[config.mk]
export PLATFORM = sky130hd
export DESIGN_NAME = memory_port_sequencer
export DESIGN_NICKNAME = d
export VERILOG_FILES = /design/src/rtl/memory_port_sequencer.sv
export SDC_FILE = /design/constraint.sdc
export NUM_CORES = 1
export LEC_CHECK = 0
export ABC_AREA = 1
export BUFFER_PORTS_ARGS = -buffer_cell sky130_fd_sc_hd__buf_2
export CORE_MARGIN = 2
export CORE_UTILIZATION = 45
export CTS_CLUSTER_DIAMETER = 100
export DETAILED_ROUTE_END_ITERATION = 6
export PLACE_DENSITY = 0.78
export SLEW_MARGIN = 20
export SYNTH_ARGS = -nofsm -noshare
export SYNTH_HDL_FRONTEND = slang
export SYNTH_SLANG_ARGS = --single-unit
[constraint.sdc]
create_clock -name clock -period 2.5 [get_ports clock]
set_input_delay 0.5 -clock clock [delete_from_list [all_inputs] [get_ports clock]]
set_output_delay 0.5 -clock clock [all_outputs]
set_load 0.03 [all_outputs]
[src/rtl/memory_port_sequencer.sv]
// Sequences one synchronous RAM between instruction fetch and data/stack accesses.
// Define STACK_FAULT_EN to reject push-at-limit and pop-when-empty through a one-cycle FAULT state.
module memory_port_sequencer #(
  parameter int unsigned ADDR_WIDTH           = 14,
  parameter int unsigned DATA_WIDTH           = 32,
  parameter int unsigned READ_LATENCY         = 2,
  parameter int unsigned PRIVILEGED_STACK_TOP = 4096,
  parameter int unsigned USER_STACK_TOP       = 6144
) (
  input  logic                  clock,
  input  logic                  reset,
  input  logic                  fetch_req,
  output logic                  fetch_ready,
  output logic [DATA_WIDTH-1:0] instruction,
  input  logic                  data_req,
  input  logic [1:0]            data_op,
  input  logic [DATA_WIDTH-1:0] data_wdata,
  output logic                  data_done,
  output logic [DATA_WIDTH-1:0] data_rdata,
  output logic                  stack_fault,
  input  logic [DATA_WIDTH-1:0] current_SP,
  input  logic                  privilege_mode_flag,
  output logic [2:0]            handler_control,
  output logic                  addr_select,
  output logic                  pc_write_enable,
  output logic                  sp_write_enable,
  output logic                  mem_write_enable,
  output logic [DATA_WIDTH-1:0] mem_wdata,
  input  logic [DATA_WIDTH-1:0] mem_rdata,
  output logic                  busy
);

`ifdef STACK_FAULT_EN
  localparam logic FAULT_EN = 1'b1;
`else
  localparam logic FAULT_EN = 1'b0;
`endif

  localparam int unsigned CNT_W = 2;
  localparam logic [CNT_W-1:0] LAST_CNT = CNT_W'(READ_LATENCY - 1);

  // Stack limits live in RAM word-address space
  localparam logic [DATA_WIDTH-1:0] PRIV_MIN = DATA_WIDTH'(ADDR_WIDTH'(PRIVILEGED_STACK_TOP));
  localparam logic [DATA_WIDTH-1:0] USER_MIN = DATA_WIDTH'(ADDR_WIDTH'(USER_STACK_TOP));

  localparam logic [1:0] OP_LOAD  = 2'd0;
  localparam logic [1:0] OP_STORE = 2'd1;
  localparam logic [1:0] OP_PUSH  = 2'd2;
  localparam logic [1:0] OP_POP   = 2'd3;

  localparam logic [2:0] HC_PLAIN = 3'd0;
  localparam logic [2:0] HC_PUSH  = 3'd1;
  localparam logic [2:0] HC_POP   = 3'd2;

  typedef enum logic [2:0] {
    S_IDLE       = 3'd0,
    S_FETCH      = 3'd1,
    S_DATA_READ  = 3'd2,
    S_DATA_WRITE = 3'd3,
    S_FAULT      = 3'd4
  } state_e;

  state_e                state_q, state_d;
  logic [CNT_W-1:0]      cnt_q, cnt_d;
  logic                  last_data_q, last_data_d;
  logic [2:0]            hc_q, hc_d;
  logic                  addr_sel_q, addr_sel_d;
  logic                  fetch_ready_q, fetch_ready_d;
  logic                  pc_we_q, pc_we_d;
  logic                  data_done_q, data_done_d;
  logic                  sp_we_q, sp_we_d;
  logic                  mem_we_q, mem_we_d;
  logic [DATA_WIDTH-1:0] mem_wdata_q, mem_wdata_d;
  logic                  stack_fault_q, stack_fault_d;
  logic                  busy_q, busy_d;
  logic [DATA_WIDTH-1:0] instr_q, instr_d;
  logic [DATA_WIDTH-1:0] rdata_q, rdata_d;

  logic [DATA_WIDTH-1:0] min_stack_c;
  logic                  stack_violation_c;
  logic                  rd_done_c;
  logic                  grant_data;

  assign min_stack_c       = privilege_mode_flag ? PRIV_MIN : USER_MIN;
  assign stack_violation_c = FAULT_EN &&
                             (((data_op == OP_PUSH) && (current_SP == min_stack_c)) ||
                              ((data_op == OP_POP)  && (current_SP == '1)));
  assign rd_done_c         = data_done_q && (state_q == S_DATA_READ);

  // Next-state and next-output logic; outputs are computed for the cycle after the edge
  always_comb begin
    state_d       = state_q;
    cnt_d         = cnt_q;
    last_data_d   = last_data_q;
    hc_d          = hc_q;
    addr_sel_d    = addr_sel_q;
    data_done_d   = 1'b0;
    sp_we_d       = 1'b0;
    mem_we_d      = 1'b0;
    mem_wdata_d   = '0;
    stack_fault_d = 1'b0;
    // Data wins a tie unless the last completion was data, so neither side starves
    grant_data    = data_req && !(fetch_req && last_data_q);

    case (state_q)
      S_IDLE: begin
        if (grant_data) begin
          addr_sel_d = 1'b1;
          if (stack_violation_c) begin
            state_d       = S_FAULT;
            hc_d          = HC_PLAIN;
            data_done_d   = 1'b1;
            stack_fault_d = 1'b1;
          end else if ((data_op == OP_STORE) || (data_op == OP_PUSH)) begin
            state_d     = S_DATA_WRITE;
            hc_d        = (data_op == OP_PUSH) ? HC_PUSH : HC_PLAIN;
            mem_we_d    = 1'b1;
            mem_wdata_d = data_wdata;
            data_done_d = 1'b1;
            sp_we_d     = (data_op == OP_PUSH);
          end else begin
            state_d = S_DATA_READ;
            cnt_d   = LAST_CNT;
            hc_d    = (data_op == OP_POP) ? HC_POP : HC_PLAIN;
          end
        end else if (fetch_req) begin
          state_d    = S_FETCH;
          cnt_d      = LAST_CNT;
          addr_sel_d = 1'b0;
          hc_d       = HC_PLAIN;
        end
      end
      S_FETCH, S_DATA_READ: begin
        if (cnt_q == '0) begin
          state_d     = S_IDLE;
          hc_d        = HC_PLAIN;
          addr_sel_d  = 1'b0;
          last_data_d = (state_q == S_DATA_READ);
        end else begin
          cnt_d = cnt_q - CNT_W'(1);
        end
      end
      S_DATA_WRITE, S_FAULT: begin
        state_d     = S_IDLE;
        hc_d        = HC_PLAIN;
        addr_sel_d  = 1'b0;
        last_data_d = 1'b1;
      end
      default: begin
        state_d = S_IDLE;
      end
    endcase

    // Read completions fire in the last latency cycle
    fetch_ready_d = (state_d == S_FETCH) && (cnt_d == '0);
    pc_we_d       = fetch_ready_d;
    if ((state_d == S_DATA_READ) && (cnt_d == '0)) begin
      data_done_d = 1'b1;
      sp_we_d     = (hc_d == HC_POP);
    end

    busy_d  = (state_d != S_IDLE);
    instr_d = fetch_ready_q ? mem_rdata : instr_q;
    rdata_d = rd_done_c ? mem_rdata : rdata_q;
  end

  always_ff @(posedge clock) begin
    if (!reset) begin
      state_q       <= S_IDLE;
      cnt_q         <= '0;
      last_data_q   <= 1'b0;
      hc_q          <= HC_PLAIN;
      addr_sel_q    <= 1'b0;
      fetch_ready_q <= 1'b0;
      pc_we_q       <= 1'b0;
      data_done_q   <= 1'b0;
      sp_we_q       <= 1'b0;
      mem_we_q      <= 1'b0;
      mem_wdata_q   <= '0;
      stack_fault_q <= 1'b0;
      busy_q        <= 1'b0;
      instr_q       <= '0;
      rdata_q       <= '0;
    end else begin
      state_q       <= state_d;
      cnt_q         <= cnt_d;
      last_data_q   <= last_data_d;
      hc_q          <= hc_d;
      addr_sel_q    <= addr_sel_d;
      fetch_ready_q <= fetch_ready_d;
      pc_we_q       <= pc_we_d;
      data_done_q   <= data_done_d;
      sp_we_q       <= sp_we_d;
      mem_we_q      <= mem_we_d;
      mem_wdata_q   <= mem_wdata_d;
      stack_fault_q <= stack_fault_d;
      busy_q        <= busy_d;
      instr_q       <= instr_d;
      rdata_q       <= rdata_d;
    end
  end

  // RAM data is only valid in the completion cycle, so it is passed through then and held afterwards
  assign instruction      = fetch_ready_q ? mem_rdata : instr_q;
  assign data_rdata       = rd_done_c ? mem_rdata : rdata_q;
  assign fetch_ready      = fetch_ready_q;
  assign pc_write_enable  = pc_we_q;
  assign data_done        = data_done_q;
  assign sp_write_enable  = sp_we_q;
  assign mem_write_enable = mem_we_q;
  assign mem_wdata        = mem_wdata_q;
  assign stack_fault      = stack_fault_q;
  assign handler_control  = hc_q;
  assign addr_select      = addr_sel_q;
  assign busy             = busy_q;

endmodule
==> impl_results.html <==
<table>
<tr><th>Metric</th><th>Value</th></tr>
<tr><th colspan="2">Run status</th></tr>
<tr><td>Status</td><td>completed</td></tr>
<tr><th colspan="2">Clocking</th></tr>
<tr><td>Number of CTS-inserted buffers</td><td>9</td></tr>
<tr><td>Source-to-sink clock delay at the later pin of the worst-skew pair</td><td>0.36 ns</td></tr>
<tr><td>Hold-fix buffers, CTS</td><td>0</td></tr>
<tr><td>Number of levels the H-tree was split into</td><td>3</td></tr>
<tr><td>Number of post-CTS setup repair buffers</td><td>0</td></tr>
<tr><td>Clock transition at the registers of the reported paths</td><td>~0.11 ns</td></tr>
<tr><td>Quantity of gates resized following cts</td><td>0</td></tr>
<tr><td>Clock root buffer</td><td>sky130_fd_sc_hd__clkbuf_8</td></tr>
<tr><td>CTS tree</td><td>done</td></tr>
<tr><td>Clock sink count</td><td>111</td></tr>
<tr><td>Maximum clock insertion buffer count</td><td>2</td></tr>
<tr><th colspan="2">Global routing</th></tr>
<tr><td>Via count of the first global-routing pass</td><td>3717</td></tr>
<tr><td>Maximum number of pins on one net before global-route repair</td><td>68</td></tr>
<tr><td>Number of antenna violations at the first check in global routing</td><td>0</td></tr>
<tr><td>Met2 Usage GRT</td><td>32.4%</td></tr>
<tr><td>Global-route total usage across every layer</td><td>between 15 and 20%</td></tr>
<tr><td>Grt peak-use layer</td><td>met2</td></tr>
<tr><td>Sum of overflow across all layers after global routing</td><td>0</td></tr>
<tr><td>Met1 usage in global routing</td><td>20.7%</td></tr>
<tr><td>Routing usage on met3</td><td>approximately 6%</td></tr>
<tr><td>First-pass GRT wire length</td><td>15400 um</td></tr>
<tr><th colspan="2">Timing</th></tr>
<tr><td>Clock skew after layout</td><td>between 0.01 and 0.015 ns</td></tr>
<tr><td>Top achievable clock speed</td><td>447 MHz</td></tr>
<tr><td>Setup TNS Final</td><td>0 ns</td></tr>
<tr><td>Fin crit period</td><td>~2.2 ns</td></tr>
<tr><td>Setup violations, final</td><td>0</td></tr>
<tr><td>Pins over their slew limit</td><td>0</td></tr>
<tr><td>Final-report hold violation count</td><td>0</td></tr>
<tr><td>Setup repair after global routing missed its margin</td><td>false</td></tr>
<tr><td>Max_slew headroom</td><td>between 50% and 60%</td></tr>
<tr><td>Period utilisation layout</td><td>between 80% and 90%</td></tr>
<tr><td>Slew of the pin with the lowest slew margin</td><td>about 0.68 ns</td></tr>
<tr><th colspan="2">Synthesis</th></tr>
<tr><td>Sequential-to-total area share from yosys stat</td><td>between 50% and 60%</td></tr>
<tr><td>Post-synth EDFFs</td><td>0</td></tr>
<tr><td>Avg Inst Size Synth</td><td>between 7 and 8 um2</td></tr>
<tr><td>Post-synthesis instance total</td><td>602</td></tr>
<tr><td>Most used DFF post-synth</td><td>sky130_fd_sc_hd__dfxtp_1</td></tr>
<tr><td>Largest area contributor in the netlist</td><td>sky130_fd_sc_hd__dfxtp_1</td></tr>
<tr><td>#FFs+latches synth</td><td>111</td></tr>
<tr><td>Synth area leaders</td><td>sky130_fd_sc_hd__dfxtp_1 (51%), sky130_fd_sc_hd__nand2_1 (13%), sky130_fd_sc_hd__inv_1 (10%)</td></tr>
<tr><td>Synthesized area</td><td>0.00437 mm2</td></tr>
<tr><td>Synth Warn #</td><td>0</td></tr>
<tr><td>Post-synth top area share</td><td>about half</td></tr>
<tr><td>Synth unique cells</td><td>26</td></tr>
<tr><td>Fraction of registers with async set/reset</td><td>0%</td></tr>
<tr><th colspan="2">Routing</th></tr>
<tr><td>Number of DRC violations after detailed-routing iteration 0</td><td>116</td></tr>
<tr><td>Detailed Routing Iterations Pass 1</td><td>5</td></tr>
<tr><td>Antenna violation net count after detailed routing</td><td>0</td></tr>
<tr><td>Post-DR wirelength/cell</td><td>between 10 and 15 um</td></tr>
<tr><td>Via Count</td><td>4009</td></tr>
<tr><td>Detailed-route wire length</td><td>9830 um</td></tr>
<tr><td>Vias per cell</td><td>4.44</td></tr>
<tr><td>Number of remaining DRC errors</td><td>0</td></tr>
<tr><th colspan="2">Placement</th></tr>
<tr><td>Standard cell area after detailed placement</td><td>approximately 0.0053 mm2</td></tr>
<tr><td>Detailed-placement wirelength estimate</td><td>7390 um</td></tr>
<tr><td>Total of buffers placed on input and output ports</td><td>approximately 180</td></tr>
<tr><td>GPL Wtd Cong</td><td>0.828</td></tr>
<tr><th colspan="2">Floorplan</th></tr>
<tr><td>Top-level port count</td><td>210</td></tr>
<tr><td>Core outline area</td><td>approximately 0.0093 mm2</td></tr>
<tr><td>Std-Cell Rows</td><td>35</td></tr>
<tr><td>Die span in y</td><td>between 100 and 150 um</td></tr>
<tr><td>Die Outline Area</td><td>0.0105 mm2</td></tr>
<tr><td>Die X</td><td>roughly 100 um</td></tr>
<tr><td>Starting density of the core</td><td>between 40% and 50%</td></tr>
<tr><th colspan="2">Finish</th></tr>
<tr><td>Relative area change from synthesis to final layout</td><td>26.1%</td></tr>
<tr><td>Area taken by flip-flops and latches</td><td>roughly 0.0022 mm2</td></tr>
<tr><td>Antenna diode count</td><td>0</td></tr>
<tr><td>Final non-filler cell area</td><td>approximately 0.0055 mm2</td></tr>
<tr><td>Proportion of layout cells with a drive suffix above 1</td><td>a little under a third</td></tr>
<tr><td>Filler cells</td><td>~900</td></tr>
<tr><td>Fin nets</td><td>approximately 880</td></tr>
<tr><td>Area of combinational cells with multiple inputs</td><td>approximately 0.0016 mm2</td></tr>
<tr><th colspan="2">Worst setup path</th></tr>
<tr><td>Kind of cell with the highest combined delay on the critical path</td><td>buffers and inverters</td></tr>
<tr><td>Crit path max-delay cell type</td><td>sky130_fd_sc_hd__dfxtp_1</td></tr>
<tr><td>Worst EP required</td><td>2.00 ns</td></tr>
<tr><td>Maximum fanout along the worst path</td><td>44</td></tr>
<tr><td>CP endpoint kind</td><td>primary output</td></tr>
<tr><td>Register-to-Register Path Depth</td><td>7</td></tr>
<tr><td>Critical path buffer and inverter count</td><td>4</td></tr>
<tr><td>Worst reg2reg path startpoint</td><td>state_q[0]</td></tr>
<tr><td>Ordered cell list for the critical path</td><td>inv_2, nor2_1, nand3_2, buf_6, o21ai_1, inv_1, buf_2</td></tr>
<tr><td>Crit path from</td><td>state_q[1]</td></tr>
<tr><td>Kind of start point of the critical path</td><td>register</td></tr>
<tr><td>Maximum cell stage delay along the critical path</td><td>around 0.4 ns</td></tr>
<tr><td>R2R Path End</td><td>data_done</td></tr>
<tr><td>CP arrival</td><td>1.74 ns</td></tr>
<tr><td>Stages on the worst setup path</td><td>7</td></tr>
<tr><td>Crit Path Category</td><td>register to primary output</td></tr>
<tr><td>Reg2Reg Setup Slack</td><td>about 0.95 ns</td></tr>
<tr><th colspan="2">Pwr</th></tr>
<tr><td>Cell Pwr Density</td><td>596 mW/mm2</td></tr>
<tr><td>Total leakage power</td><td>3.43 nW</td></tr>
<tr><td>Worst supply voltage drop on vdd</td><td>~0.35 mV</td></tr>
<tr><th colspan="2">Hold path</th></tr>
<tr><td>Worst hold start</td><td>data_wdata[20]</td></tr>
<tr><td>Min-Delay Endpoint</td><td>mem_wdata[20]</td></tr>
<tr><td>Hold Path Stages</td><td>3</td></tr>
<tr><td>Kind of path behind the tightest hold check</td><td>primary input to register</td></tr>
<tr><th colspan="2">Job</th></tr>
<tr><td>MaxCap Viol Count</td><td>0</td></tr>
</table>
## synth_stat cells (2+ instances only)
master	number
sky130_fd_sc_hd__a21oi_1	34
sky130_fd_sc_hd__nand2_4	2
sky130_fd_sc_hd__buf_4	2
sky130_fd_sc_hd__buf_2	8
sky130_fd_sc_hd__nand2_2	4
sky130_fd_sc_hd__nor2_1	66
sky130_fd_sc_hd__nand3_1	19
sky130_fd_sc_hd__ha_1	2
sky130_fd_sc_hd__dfxtp_1	111
sky130_fd_sc_hd__inv_1	117
sky130_fd_sc_hd__o21ai_0	7
sky130_fd_sc_hd__inv_2	5
sky130_fd_sc_hd__nand2_1	149
sky130_fd_sc_hd__nand3_2	3
sky130_fd_sc_hd__o21ai_1	33
sky130_fd_sc_hd__nor2_4	2
sky130_fd_sc_hd__buf_6	3
sky130_fd_sc_hd__clkbuf_1	13
sky130_fd_sc_hd__nor2_2	15
## state kept, by name, indices dropped and copies added, names as in the netlist, 2 cells and up
register,count
rdata_q,32
handler_control,3
cnt_q,2
mem_wdata,32
instr_q,32
state_q,3
## layout by cell type (no fill, tap or decap)
cell,n
sky130_fd_sc_hd__nor3_1,1
sky130_fd_sc_hd__dfxtp_2,1
sky130_fd_sc_hd__o221ai_1,1
sky130_fd_sc_hd__nor2_4,2
sky130_fd_sc_hd__o21ai_2,1
sky130_fd_sc_hd__clkbuf_8,10
sky130_fd_sc_hd__nand2_1,149
sky130_fd_sc_hd__buf_6,1
sky130_fd_sc_hd__buf_2,175
sky130_fd_sc_hd__inv_1,116
sky130_fd_sc_hd__buf_4,6
sky130_fd_sc_hd__inv_6,1
sky130_fd_sc_hd__ha_1,2
sky130_fd_sc_hd__nand2_4,2
sky130_fd_sc_hd__dfxtp_1,110
sky130_fd_sc_hd__a21oi_1,34
sky130_fd_sc_hd__nand3_1,19
sky130_fd_sc_hd__conb_1,2
sky130_fd_sc_hd__nand3b_1,1
sky130_fd_sc_hd__nand3_2,3
sky130_fd_sc_hd__o21ai_1,33
sky130_fd_sc_hd__o21ai_0,7
sky130_fd_sc_hd__inv_2,6
sky130_fd_sc_hd__clkinvlp_4,3
sky130_fd_sc_hd__nor2_2,15
sky130_fd_sc_hd__nor4_2,1
sky130_fd_sc_hd__nor2_1,66
sky130_fd_sc_hd__nor3_4,1
sky130_fd_sc_hd__nand2_2,4
sky130_fd_sc_hd__inv_8,1
## per-stage QoR
| stage | setup slack [ns] | std cells | hold slack (ns) | utilization, % | total power [mW] |
|---|---|---|---|---|---|
| CTS | 0.0531 | 903 | 0.316 | 59.0 | 3.33 |
| detailed placement | 0.482 | 888 | 0.463 | 57.1 | 2.34 |
| finish | 0.264 | 903 | 0.336 | 59.1 | 3.29 |
| global placement | 0.513 | 888 | 0.456 | 57.1 | 2.33 |
| floorplan | 0.665 | 603 | 0.447 | - | 2.18 |
| global route | 0.0497 | 903 | 0.315 | 59.1 | 3.44 |
## worst max-delay path by stage
stage	endpoint
floorplan	instruction[31]
global placement	data_rdata[12]
detailed placement	data_rdata[13]
CTS	data_rdata[13]
global route	data_rdata[19]
finish	data_rdata[12]
## worst min-delay path: stages
cell,delay (ns)
sky130_fd_sc_hd__buf_2,0.09
sky130_fd_sc_hd__inv_1,0.04
sky130_fd_sc_hd__nor2_1,0.04
## area by class of cell
cell class	count	share of cell area [%]
flip-flops and latches	111	40.3
multi-input cells	344	28.3
repair buffers	182	16.9
inverters	122	8.31
well taps	129	2.93
clock buffers	10	2.50
clock inverters	5	0.772
## metal layers
layer / up-vias / routed length (um)
met1: 1730 / 4200
met5: - / 0
met3: 11 / 963
met4: 0 / 119
li1: 2117 / -
met2: 151 / 4540
## power by group
| group | leakage, nW | internal [mW] | switching [mW] |
|---|---|---|---|
| registers | 0.898 | 1.81 | 0.0192 |
| clock network | 0.0829 | 0.395 | 0.599 |
| logic | 2.45 | 0.144 | 0.317 |
| total | 3.43 | 2.35 | 0.935 |
## kinds of logic (layout without fill, tap and decap cells)
logic type	count (synthesis)	after routing	share of synthesized area [%]
simple gates	264	264	26.0
buf+inv	148	319	13.6
flops	111	111	50.8
compound gates	76	76	8.87
fa+ha+maj	2	2	0.572
other cells	1	2	0.0858
No activity file was read; power rests on OpenSTA's default activity.
